[config.mk]
export PLATFORM = sky130hd
export DESIGN_NAME = traffic_sched
export DESIGN_NICKNAME = d
export VERILOG_FILES = /design/src/rtl/traffic_sched.sv
export SDC_FILE = /design/constraint.sdc
export NUM_CORES = 1
export LEC_CHECK = 0
export BUFFER_PORTS_ARGS = -buffer_cell sky130_fd_sc_hd__buf_2
export CELL_PAD_IN_SITES_DETAIL_PLACEMENT = 1
export CELL_PAD_IN_SITES_GLOBAL_PLACEMENT = 1
export CORE_MARGIN = 10
export CORE_UTILIZATION = 45
export CTS_CLUSTER_DIAMETER = 60
export DETAILED_ROUTE_END_ITERATION = 7
export PLACE_DENSITY_LB_ADDON = 0.1
export SYNTH_ARGS = -nofsm -noshare
export SYNTH_HDL_FRONTEND = slang
export SYNTH_SLANG_ARGS = --single-unit
[constraint.sdc]
create_clock -name clk -period 3.7 [get_ports clk]
set_input_delay 0 -clock clk [delete_from_list [all_inputs] [get_ports clk]]
set_output_delay 0 -clock clk [all_outputs]
set_load 0.02 [all_outputs]
[src/rtl/traffic_sched.sv]
// traffic_sched: phase scheduler for one road crossing.
//
// The main road holds green by default. Side-road and pedestrian requests are
// latched and served with fixed priority, pedestrian first. Every phase change
// passes through yellow and all-red clearance, so conflicting movements never
// overlap.
//
// Ports:
//   clk        system clock, rising edge
//   rst        asynchronous, active-high reset
//   side_req   side-road vehicle request (pulse or level)
//   ped_req    pedestrian button (pulse or level)
//   main_out   main lamps {red,yellow,green}
//   side_out   side lamps {red,yellow,green}
//   ped_out    pedestrian lamps {dont_walk,wait,walk}
//   phase_out  current state code (debug)
//
// State table:
//   state    | meaning
//   MAIN_GO  | main green; holds after minimum time until a request is pending
//   MAIN_YEL | main yellow
//   CLR_A    | all red after main; picks pedestrian or side service
//   SIDE_GO  | side green
//   SIDE_YEL | side yellow
//   CLR_B    | all red after side, back to main
//   PED_WALK | pedestrian walk
//   CLR_P    | all red after walk; side next if pending, else main

module traffic_sched #(
  parameter int TICK_DIV   = 4,
  parameter int T_MAIN_MIN = 8,
  parameter int T_YEL      = 3,
  parameter int T_CLR      = 2,
  parameter int T_SIDE     = 6,
  parameter int T_WALK     = 5
) (
  input  logic       clk,
  input  logic       rst,
  input  logic       side_req,
  input  logic       ped_req,
  output logic [2:0] main_out,
  output logic [2:0] side_out,
  output logic [2:0] ped_out,
  output logic [2:0] phase_out
);

  function automatic int max2(input int a, input int b);
    return (a > b) ? a : b;
  endfunction

  localparam int T_MAX = max2(max2(max2(T_MAIN_MIN, T_YEL), max2(T_CLR, T_SIDE)), T_WALK);
  // The timer only ever holds duration-1.
  localparam int TW = (T_MAX > 1) ? $clog2(T_MAX) : 1;
  localparam int PW = (TICK_DIV > 1) ? $clog2(TICK_DIV) : 1;

  typedef enum logic [2:0] {
    MAIN_GO  = 3'd0,
    MAIN_YEL = 3'd1,
    CLR_A    = 3'd2,
    SIDE_GO  = 3'd3,
    SIDE_YEL = 3'd4,
    CLR_B    = 3'd5,
    PED_WALK = 3'd6,
    CLR_P    = 3'd7
  } state_t;

  state_t        state;
  state_t        state_nxt;
  logic [PW-1:0] presc;
  logic [PW-1:0] presc_nxt;
  logic [TW-1:0] timer;
  logic [TW-1:0] timer_nxt;
  logic          side_pend;
  logic          side_pend_nxt;
  logic          ped_pend;
  logic          ped_pend_nxt;
  logic          tick;
  logic          expiry;

  function automatic logic [TW-1:0] load_val(input state_t s);
    logic [TW-1:0] v;
    case (s)
      MAIN_GO:            v = TW'(T_MAIN_MIN - 1);
      MAIN_YEL, SIDE_YEL: v = TW'(T_YEL - 1);
      SIDE_GO:            v = TW'(T_SIDE - 1);
      PED_WALK:           v = TW'(T_WALK - 1);
      default:            v = TW'(T_CLR - 1);
    endcase
    return v;
  endfunction

  function automatic logic [2:0] main_lamp(input state_t s);
    logic [2:0] v;
    case (s)
      MAIN_GO:  v = 3'b001;
      MAIN_YEL: v = 3'b010;
      default:  v = 3'b100;
    endcase
    return v;
  endfunction

  function automatic logic [2:0] side_lamp(input state_t s);
    logic [2:0] v;
    case (s)
      SIDE_GO:  v = 3'b001;
      SIDE_YEL: v = 3'b010;
      default:  v = 3'b100;
    endcase
    return v;
  endfunction

  // The wait lamp mirrors the pending pedestrian request in every state.
  function automatic logic [2:0] ped_lamp(input state_t s, input logic pend);
    logic [2:0] v;
    if (s == PED_WALK) v = {1'b0, pend, 1'b1};
    else               v = {1'b1, pend, 1'b0};
    return v;
  endfunction

  always_comb begin
    tick   = (presc == PW'(TICK_DIV - 1));
    expiry = tick && (timer == '0);

    state_nxt = state;
    if (expiry) begin
      case (state)
        MAIN_GO:  if (side_pend || ped_pend) state_nxt = MAIN_YEL;
        MAIN_YEL: state_nxt = CLR_A;
        CLR_A:    state_nxt = ped_pend ? PED_WALK : SIDE_GO;
        SIDE_GO:  state_nxt = SIDE_YEL;
        SIDE_YEL: state_nxt = CLR_B;
        CLR_B:    state_nxt = MAIN_GO;
        PED_WALK: state_nxt = CLR_P;
        CLR_P:    state_nxt = side_pend ? SIDE_GO : MAIN_GO;
        default:  state_nxt = MAIN_GO;
      endcase
    end

    // Idle MAIN_GO keeps the prescaler running with the timer parked at 0,
    // so a late request is picked up on the next tick.
    if (state_nxt != state) begin
      presc_nxt = '0;
      timer_nxt = load_val(state_nxt);
    end else begin
      presc_nxt = tick ? '0 : presc + 1'b1;
      timer_nxt = (tick && (timer != '0)) ? timer - 1'b1 : timer;
    end

    // Entering the serving state clears the latch and beats a same-cycle set.
    side_pend_nxt = side_pend;
    if (side_req && (state != SIDE_GO)) side_pend_nxt = 1'b1;
    if ((state_nxt == SIDE_GO) && (state != SIDE_GO)) side_pend_nxt = 1'b0;

    ped_pend_nxt = ped_pend;
    if (ped_req && (state != PED_WALK)) ped_pend_nxt = 1'b1;
    if ((state_nxt == PED_WALK) && (state != PED_WALK)) ped_pend_nxt = 1'b0;
  end

  always_ff @(posedge clk or posedge rst) begin
    if (rst) begin
      state     <= MAIN_GO;
      presc     <= '0;
      timer     <= TW'(T_MAIN_MIN - 1);
      side_pend <= 1'b0;
      ped_pend  <= 1'b0;
      main_out  <= 3'b001;
      side_out  <= 3'b100;
      ped_out   <= 3'b100;
    end else begin
      state     <= state_nxt;
      presc     <= presc_nxt;
      timer     <= timer_nxt;
      side_pend <= side_pend_nxt;
      ped_pend  <= ped_pend_nxt;
      // Lamps are decoded from the next state so they change with it.
      main_out  <= main_lamp(state_nxt);
      side_out  <= side_lamp(state_nxt);
      ped_out   <= ped_lamp(state_nxt, ped_pend_nxt);
    end
  end

  assign phase_out = state;

endmodule
==> metrics.yaml <==
drt:
  drc: 0
  drtPass1Iterations: 4
  dr.first_iter.drc_count: 47
  viasPerCell: 5.87
  num_vias: 892
  routed_wirelength_microns: 2670
  post_drt_wl_per_cell_microns: 17.5
  ant_nets: 0
yosys:
  yosysSeqAreaShare_pct: 43.2
  muxShareOfSynthArea_pct: 0.945
  synth_fa_ha_area_share_pct: 3.54
  synth_largest_area_cell: "dfrtp_1"
  synthSimpleGateAreaFrac_pct: 20.4
  synth_seq_cells: 18
  synthArstFlopShare_pct: 100
  netlist.area_leader.share_pct: 28.3
  synth_ff_type: "dfrtp_1"
  syn_inst: 113
  synth_edf_count: 0
  synth_compound_area_share_pct: 23.1
  syn-cell-area_sq_um: 1060
  ys_types: 44
  syn_avg_cell_area_sq_um: 9.38
  synth_area_leaders: "dfrtp_1 28%, dfstp_2 15%, a21oi_1 4.7%, ha_1 3.5%, buf_2 3.3%"
  synth_xor_area_share_pct: 0
  yosysWarnings: 0
  synth_fp_nets: 120
  synth_top_family_by_area: "compound AO/OA/AOI/OAI gates"
cells_and_area:
  mostFrequentLayoutCells: "15 x buf_2, 12 x dfrtp_1, 10 x a21oi_1, 8 x inv_1, 7 x nor2_1"
  drive_above_1_share_pct: 25.0
  num-nets-final: 132
  syn_to_final_growth_pct: 10.7
  diodes: 0
  final_common_cell: "buf_2"
  design_area_sq_um: 1170
timing:
  fin_crit_sh_pct: 46.9
  finalMaxSlewViolations: 0
  tightestPinTransition_ns: 0.680
  finalCriticalPeriod_ns: 1.73
  fmax_ghz: 0.577
  hold_violations: 0
  fin_worst_skew_ns: 0.00442
  rsz0062_at_grt: "no"
  max_slew_margin_pct: 54.6
  fin_tns_setup_ns: 0
  setup_viol: 0
placed_design:
  hpwlAfterDp_microns: 1880
  place.port_buffers: 15
  routabilityCongestion: 0.828
  placed_area_sq_um: 1110
floorplan:
  rows: 17
  die-area_sq_um: 4700
  io_pins: 16
  core_sq_um: 2230
  start_util_pct: 47.5
  fp.dieW_microns: 68.5
  die_y_microns: 68.5
global_route:
  antenna_found_initial: 0
  grt_pass1_wl_microns: 4400
  grt_start_max_net_pins: 23
  grt_usage_pct: 12.2
  globalRouteOverflowTotal: 0
  grt_pass1_vias: 881
clock_network:
  ctsRootBufferMaster: "clkbuf_4"
  cts_made_buffers: 3
  cts_buffer_depth: 2
  cts_num_sinks: 18
  post_cts_buffers: 0
  clock_latency_ns: 0.30
  cts_tree: "built"
  h-tree-depth: 1
  path_clk_slew_ns: 0.12
setup_path:
  worstSetupPathType: "reg -> reg"
  cpPeakStageDelay_ns: 0.55
  worst_setup_path_startpoint: "timer[0]"
  r2r_start: "timer[0]"
  crit_family: "simple AND/OR/NAND/NOR gates"
  path_cells: "inv_1, ha_1, and3b_1, nor4_1, a31o_2"
  path_buf_inv: 1
  crit_arrival_ns: 1.98
  cp_max_fo: 8
  start_kind: "flop"
  cp_slowest_cell: "dfstp_2"
  cp.required_ns: 3.94
  endpoint_kind: "flop"
flow_run:
  drv_cap: 0
hold_path:
  min_path_type: "in -> async"
run_status:
  status: "complete, no violations"
pwr:
  p_per_area_nw_per_um2: 640
  ir_drop_v: 0.000299
  p_leak_nw: 0.513
-- kinds of logic after synthesis --
kind of cell / after synthesis
flops: 18
simple gates: 37
compound gates: 35
fa+ha+maj: 3
mux: 1
buf+inv: 19
-- area by class of cell --
| type | count | area, sq um |
|---|---|---|
| clock buffers | 4 | 36.3 |
| well taps | 28 | 35.0 |
| multi-input cells | 76 | 509 |
| inverters | 8 | 30.0 |
| fillers | 259 | 1060 |
| flip-flops and latches | 18 | 458 |
| repair buffers | 18 | 105 |
-- worst paths after layout --
path	end	slack, ns	depth (start not counted)
min in group clk	presc[0]	0.44	1
worst max register to register	side_out[1]	1.97	5
worst min register to register	presc[0]	0.44	1
worst min-delay path	phase_out[2]	0.33	3
max in group asynchronous	phase_out[0]	2.94	3
worst max-delay path	side_out[1]	1.97	5
-- flip-flops by register name (all words and copies together) (netlist names) --
register,cells
presc,2
ped_out,3
side_out,3
phase_out,3
side_pend,1
main_out,3
timer,3
-- worst register-to-register path, cell delays in order (launching register included) --
cell and delay, ns:
dfstp_2 0.55, inv_1 0.06, ha_1 0.28, and3b_1 0.31
nor4_1 0.30, a31o_2 0.17
-- report_power, final --
| part | internal [W] | switching, W |
|---|---|---|
| clock | 0.0000600 | 0.0000690 |
| sequential | 0.000262 | 0.0000801 |
| combinational | 0.000117 | 0.000163 |
| total | 0.000439 | 0.000312 |
-- metal layers --
layer / global-route usage, % / vias up / part of all wire (%)
met5: 0 / - / 0
met4: 5.53 / 0 / 1.3
met3: 2.90 / 4 / 6.7
met2: 19.6 / 23 / 50
met1: 15.0 / 440 / 42
li1: - / 425 / -
-- what timing repair did --
action / CTS / global route
gates resized for setup: 0 / 0
endpoints found under the hold margin: 14 / 0
hold buffers: 3 / 0
-- cell usage after synthesis, types with 2 or more instances --
library cell / count
dfrtp_1: 12
nand3b_1: 3
a21oi_1: 10
nand3_1: 4
buf_2: 7
nand2_1: 6
and2_1: 2
nor4_1: 2
o21ai_0: 5
a21o_1: 2
nand2b_1: 3
o22ai_1: 2
inv_1: 8
or2_2: 2
nor2b_1: 2
ha_1: 3
dfstp_2: 6
o221ai_1: 2
nor2_1: 7
-- per-stage QoR --
stage	power (W)	setup slack (ns)	hold WS (ns)	std cells	utilization, %
detailed placement	0.000625	2.00	0.139	145	49.6
finish	0.000751	1.97	0.327	152	52.5
floorplan	0.000552	2.09	-0.0658	113	-
global route	0.000804	1.86	0.406	152	52.5
CTS	0.000752	1.97	0.356	152	52.5
global placement	0.000610	2.02	0.119	145	49.6
(Power assumes the default switching activity.)
